[src/rtl/pc_sequencer_if.sv]
// rtl/pc_sequencer_if.sv - control and status bundle between decode and the PC stage
interface pc_sequencer_if;
  logic        Stall;
  logic        Branch;
  logic        Jump;
  logic [31:0] offset;
  logic [25:0] jump;
  logic        Halt;
  logic        Resume;
  logic [31:0] PC;
  logic        PCValid;
  logic        Halted;
  logic        Fault;
  logic [31:0] RetireCount;

  modport master (
    output Stall, Branch, Jump, offset, jump, Halt, Resume,
    input  PC, PCValid, Halted, Fault, RetireCount
  );

  modport slave (
    input  Stall, Branch, Jump, offset, jump, Halt, Resume,
    output PC, PCValid, Halted, Fault, RetireCount
  );
endinterface

[src/rtl/pc_sequencer.sv]
// rtl/pc_sequencer.sv - program counter with run/halt/fault control and retire counter
module pc_sequencer #(
  parameter logic [31:0] RESET_PC   = 32'd0,
  parameter int          IMEM_DEPTH = 17
) (
  input  logic         CLK,
  input  logic         Reset,
  pc_sequencer_if.slave bus
);

  localparam logic [31:0] DEPTH = 32'(IMEM_DEPTH);

  typedef enum logic [1:0] {
    BOOT  = 2'd0,
    RUN   = 2'd1,
    HALT  = 2'd2,
    FAULT = 2'd3
  } state_t;

  state_t      state_q, state_d;
  logic [31:0] pc_q, pc_d;
  logic [31:0] retire_q, retire_d;
  logic [31:0] next_pc;
  logic [31:0] inc_pc;

  always_ff @(posedge CLK or negedge Reset) begin
    if (!Reset) begin
      state_q  <= BOOT;
      pc_q     <= RESET_PC;
      retire_q <= 32'd0;
    end else begin
      state_q  <= state_d;
      pc_q     <= pc_d;
      retire_q <= retire_d;
    end
  end

  always_comb begin
    state_d  = state_q;
    pc_d     = pc_q;
    retire_d = retire_q;
    inc_pc   = pc_q + 32'd1;
    next_pc  = inc_pc;
    if (bus.Jump) begin
      next_pc = {pc_q[31:26], bus.jump};
    end else if (bus.Branch) begin
      next_pc = inc_pc + bus.offset;
    end

    case (state_q)
      BOOT: state_d = RUN;
      RUN: begin
        if (bus.Halt) begin
          state_d  = HALT;
          retire_d = retire_q + 32'd1;
        end else if (!bus.Stall) begin
          // An out-of-range target still retires the instruction but freezes the PC.
          retire_d = retire_q + 32'd1;
          if (next_pc >= DEPTH) begin
            state_d = FAULT;
          end else begin
            pc_d = next_pc;
          end
        end
      end
      HALT: begin
        if (bus.Resume) begin
          if (inc_pc >= DEPTH) begin
            state_d = FAULT;
          end else begin
            state_d = RUN;
            pc_d    = inc_pc;
          end
        end
      end
      FAULT: state_d = FAULT;
      default: state_d = FAULT;
    endcase
  end

  assign bus.PC          = pc_q;
  assign bus.PCValid     = (state_q == RUN);
  assign bus.Halted      = (state_q == HALT);
  assign bus.Fault       = (state_q == FAULT);
  assign bus.RetireCount = retire_q;

endmodule

[src/flat_wrapper.sv]
// flat-port wrapper written by rule: the top's interface ports become plain ports
module pc_sequencer_flat 
#(
  parameter logic [31:0] RESET_PC   = 32'd0,
  parameter int          IMEM_DEPTH = 17
)
  (CLK, Reset, bus_Stall, bus_Branch, bus_Jump, bus_offset, bus_jump, bus_Halt, bus_Resume, bus_PC, bus_PCValid, bus_Halted, bus_Fault, bus_RetireCount);
  pc_sequencer_if bus_i ();
  input  logic CLK;
  input  logic Reset;
  input wire logic [$bits(bus_i.Stall)-1:0] bus_Stall;
  input wire logic [$bits(bus_i.Branch)-1:0] bus_Branch;
  input wire logic [$bits(bus_i.Jump)-1:0] bus_Jump;
  input wire logic [$bits(bus_i.offset)-1:0] bus_offset;
  input wire logic [$bits(bus_i.jump)-1:0] bus_jump;
  input wire logic [$bits(bus_i.Halt)-1:0] bus_Halt;
  input wire logic [$bits(bus_i.Resume)-1:0] bus_Resume;
  output wire logic [$bits(bus_i.PC)-1:0] bus_PC;
  output wire logic [$bits(bus_i.PCValid)-1:0] bus_PCValid;
  output wire logic [$bits(bus_i.Halted)-1:0] bus_Halted;
  output wire logic [$bits(bus_i.Fault)-1:0] bus_Fault;
  output wire logic [$bits(bus_i.RetireCount)-1:0] bus_RetireCount;
  assign bus_i.Stall = bus_Stall;
  assign bus_i.Branch = bus_Branch;
  assign bus_i.Jump = bus_Jump;
  assign bus_i.offset = bus_offset;
  assign bus_i.jump = bus_jump;
  assign bus_i.Halt = bus_Halt;
  assign bus_i.Resume = bus_Resume;
  assign bus_PC = bus_i.PC;
  assign bus_PCValid = bus_i.PCValid;
  assign bus_Halted = bus_i.Halted;
  assign bus_Fault = bus_i.Fault;
  assign bus_RetireCount = bus_i.RetireCount;
  pc_sequencer #(.RESET_PC(RESET_PC), .IMEM_DEPTH(IMEM_DEPTH)) u_core (.CLK(CLK), .Reset(Reset), .bus(bus_i));
endmodule
[config.mk]
export PLATFORM = sky130hd
export DESIGN_NAME = pc_sequencer_flat
export DESIGN_NICKNAME = d
export VERILOG_FILES = /design/src/rtl/pc_sequencer_if.sv /design/src/rtl/pc_sequencer.sv /design/src/flat_wrapper.sv
export SDC_FILE = /design/constraint.sdc
export NUM_CORES = 1
export LEC_CHECK = 0
export CORE_MARGIN = 2
export CORE_UTILIZATION = 48
export DETAILED_ROUTE_END_ITERATION = 8
export GPL_TIMING_DRIVEN = 0
export PLACE_DENSITY = 0.87
export SYNTH_ARGS = -nofsm -noshare
export SYNTH_HDL_FRONTEND = slang
export SYNTH_SLANG_ARGS = --single-unit
[constraint.sdc]
create_clock -name CLK -period 4.55 [get_ports CLK]
set_clock_uncertainty 0.2 [all_clocks]
set_input_delay 0.455 -clock CLK [delete_from_list [all_inputs] [get_ports CLK]]
set_output_delay 0.455 -clock CLK [all_outputs]
set_load 0.05 [all_outputs]
==> results.toml <==
[synthesis]
ys_warn_count = 0
synth-edff-count = 0
yosysTopAreaCell = "dfrtp_1"
async_flop_share_pct = 100
seq_area_frac_synth_pct = 26.0
synthAdderAreaFrac_pct = 8.19
syn_inst = 802
synth_area_sq_um = 6360
avgSynthCellArea_sq_um = 7.93
synth_nets = 908
synth_seq_cells = 66
synthMuxAreaShare_pct = 2.14
yosys.area_share.xor_xnor_pct = 9.92
synthSimpleGateAreaFrac_pct = 29.8
synth_top_area_share_pct = 26.0
yosys-top-cells-area = "dfrtp_1 26%, ha_1 7.9%, xnor2_1 6.3%"
synthFlopType = "dfrtp_1"
synth_compound_area_share_pct = 19.8
synth_top_family_by_area = "simple AND/OR/NAND/NOR gates"
synth_cell_type_count = 77

[placed_design]
dp_hpwl_um = 15400
gp_congestion = 0.968
place_inst = 1107
port_buffers = 129
post-place-ws_ns = -0.963

[critical_path]
critPathRequiredTime_ns = 4.57
worst-setup-path-type = "register to register"
arrival_ns = 4.94
crit_path_start_kind = "register"
critPathCaptureType = "register"
critical_path.max_fanout = 9

[sta]
final-hold-violation-count = 0
min_period_over_period_pct = 108
finalWorstSetupSlack_ns = -0.378
max_slew_margin_pct = 21.7
max_freq_ghz = 0.203
finalMaxSlewViolations = 0
final-setup-viol-count = 33
fin_tns_setup_ns = -11.20
finalCriticalPeriod_ns = 4.93
grt_setup_unrepaired = "yes"
worst_pin_slew_ns = 1.17

[die]
dieWidth_um = 119
fp-row-count = 42
start_util_pct = 48.6
ioPinCount = 132
die_y_um = 119
coreArea_sq_um = 13100
dieArea_sq_um = 14200

[clock_network]
cts_buffers = 9
h-tree-depth = 3
path_clk_slew_ns = 0.06
clk_path_buf_depth = 2
cts_root_buf = "clkbuf_16"
cts_num_sinks = 66
worstSkewPairLatency_ns = 0.33
cts_tree = "yes"

[grt]
antenna_found_initial = 0
grt_pass1_vias = 6846
grt-ovfl-total = 0
track_usage_pct = 29.8
grt_max_degree = 67
grt_pass1_wl_um = 34300

[run_status]
failed_checks = "setup timing"
outcome = "complete, but fails checks"

[cells_and_area]
layout.cells.non_filler = 1159
n_antenna_cell = 0
n_fill_cell = 877
drive_gt1_share_pct = 24.1
ff_latch_area_sq_um = 1670
layout.core_utilization_pct = 72.1
multi_input_comb_area_sq_um = 5250
finalNetCount = 1084
syn2layout_area_growth_pct = 48.5

[route]
ant_nets = 0
initialDrtViolationCount = 752
firstDrtPassIters = 6
wl_per_cell_um = 19.7
vias = 7246
wl_um = 22900
vias_per_cell = 6.25
post-route-drc-count = 0

[power]
ir_drop_mv = 0.298
power-per-cell-area_nw_per_um2 = 272
total_power_mw = 2.56
p_leak_nw = 3.97

[job]
maxCapViolCount = 0

[hold_path]
hp-class = "primary input to asynchronous set/reset pin"
==> state kept, by name (all words and copies together) (netlist names) <==
signal and cells:
u_core.state_q 2, u_core.bus.PC 32, u_core.bus.RetireCount 32
==> worst max-delay path, stage by stage (launching register included) <==
cell and delay [ns]:
dfrtp_2 0.37, clkbuf_2 0.22, nand4_1 0.12, buf_4 0.17
nor4_2 0.28, nand4_1 0.26, xnor2_2 0.22, ha_2 0.42
nand4_1 0.20, buf_4 0.21, buf_4 0.13, buf_4 0.13
a2bb2oi_2 0.13, nor2b_1 0.17, mux2i_1 0.14, a311oi_2 0.37
o2111ai_4 0.23, buf_4 0.20, buf_6 0.11, nor3_4 0.21
mux2i_1 0.22, nand2_1 0.06
==> where the power goes <==
| part | switching [mW] | total (mW) | internal [mW] |
|---|---|---|---|
| clock network | 0.258 | 0.792 | 0.534 |
| logic | 0.646 | 1.10 | 0.458 |
| registers | 0.0497 | 0.667 | 0.617 |
| total | 0.954 | 2.56 | 1.61 |
==> metrics by stage <==
step | hold WS (ns) | area (sq um)
2_1_floorplan | -0.0406 | 6440
3_3_place_gp | 0.259 | 7950
3_5_place_dp | 0.261 | 7950
4_1_cts | 0.0452 | 9080
5_1_grt | 0.0814 | 9440
6_report | 0.0119 | 9440
==> metal layers <==
metal / GRT usage (%) / wire [um] / vias to the layer above
met5: 0 / 0 / -
met2: 48.3 / 10600 / 389
met3: 6.08 / 2050 / 107
met1: 38.3 / 9070 / 3443
li1: - / - / 3307
met4: 13.6 / 1150 / 0
==> cell usage in the layout (no fill, tap or decap), types with 14 or more instances in the layout <==
master / instances
and2_4: 25
nand2_1: 84
and3_1: 20
nand3_1: 28
nand4_1: 34
dfrtp_2: 14
dfrtp_1: 51
xor2_1: 21
nor3_1: 17
inv_1: 24
nor2_1: 50
a21oi_1: 41
xnor2_1: 34
buf_4: 52
o21ai_0: 27
clkdlybuf4s50_1: 128
ha_1: 25
==> cell usage after synthesis (8+ instances only) <==
cell type and count:
xor2_1 26, xnor2_1 46, a31oi_1 9, inv_1 24
mux2i_1 8, ha_1 40, nand4_1 34, a21oi_1 50
and4_1 11, and3_1 23, nand2b_1 12, buf_2 10
nor2_1 54, o22ai_1 9, clkbuf_1 28, nand3_1 34
and2_1 35, nor3_1 25, nor4_1 12, dfrtp_1 66
nand2_1 86, o21ai_0 38, o21a_1 8, a21o_1 9
==> repair_timing <==
item                       CTS  global route
hold buffers                 0             0
resized for setup           99            77
pin swaps                   40            26
setup endpoints to repair   33            33
setup buffers               34            19
gates cloned                 3             0
==> layout make-up <==
type | instances | share of cell area, %
repair buffers | 185 | 18.5
clock inverters | 7 | 1.25
plain buffers | 20 | 1.30
inverters | 24 | 0.954
clock buffers | 9 | 2.39
multi-input cells | 672 | 55.6
well taps | 176 | 2.33
flip-flops and latches | 66 | 17.7
==> kinds of logic after synthesis <==
family,after synthesis
compound gates,188
xor+xnor,72
fa+ha+maj,41
buf+inv,64
flops,66
mux,13
simple gates,358
==> worst paths after layout <==
| check | start | endpoint | slack (ns) | depth (start not counted) |
|---|---|---|---|---|
| max in group asynchronous | Reset | u_core.bus.PC[0] | 3.52 | 1 |
| min in group CLK | u_core.bus.RetireCount[31] | u_core.bus.RetireCount[31] | 0.28 | 1 |
| setup reg to reg | u_core.bus.PC[11] | u_core.bus.PC[0] | -0.38 | 21 |
| setup / recovery | u_core.bus.PC[11] | u_core.bus.PC[0] | -0.38 | 21 |
| hold reg to reg | u_core.bus.RetireCount[31] | u_core.bus.RetireCount[31] | 0.28 | 1 |
| hold / removal | Reset | u_core.bus.RetireCount[31] | 0.01 | 1 |
Note: power is estimated with default switching activity, not from simulation.
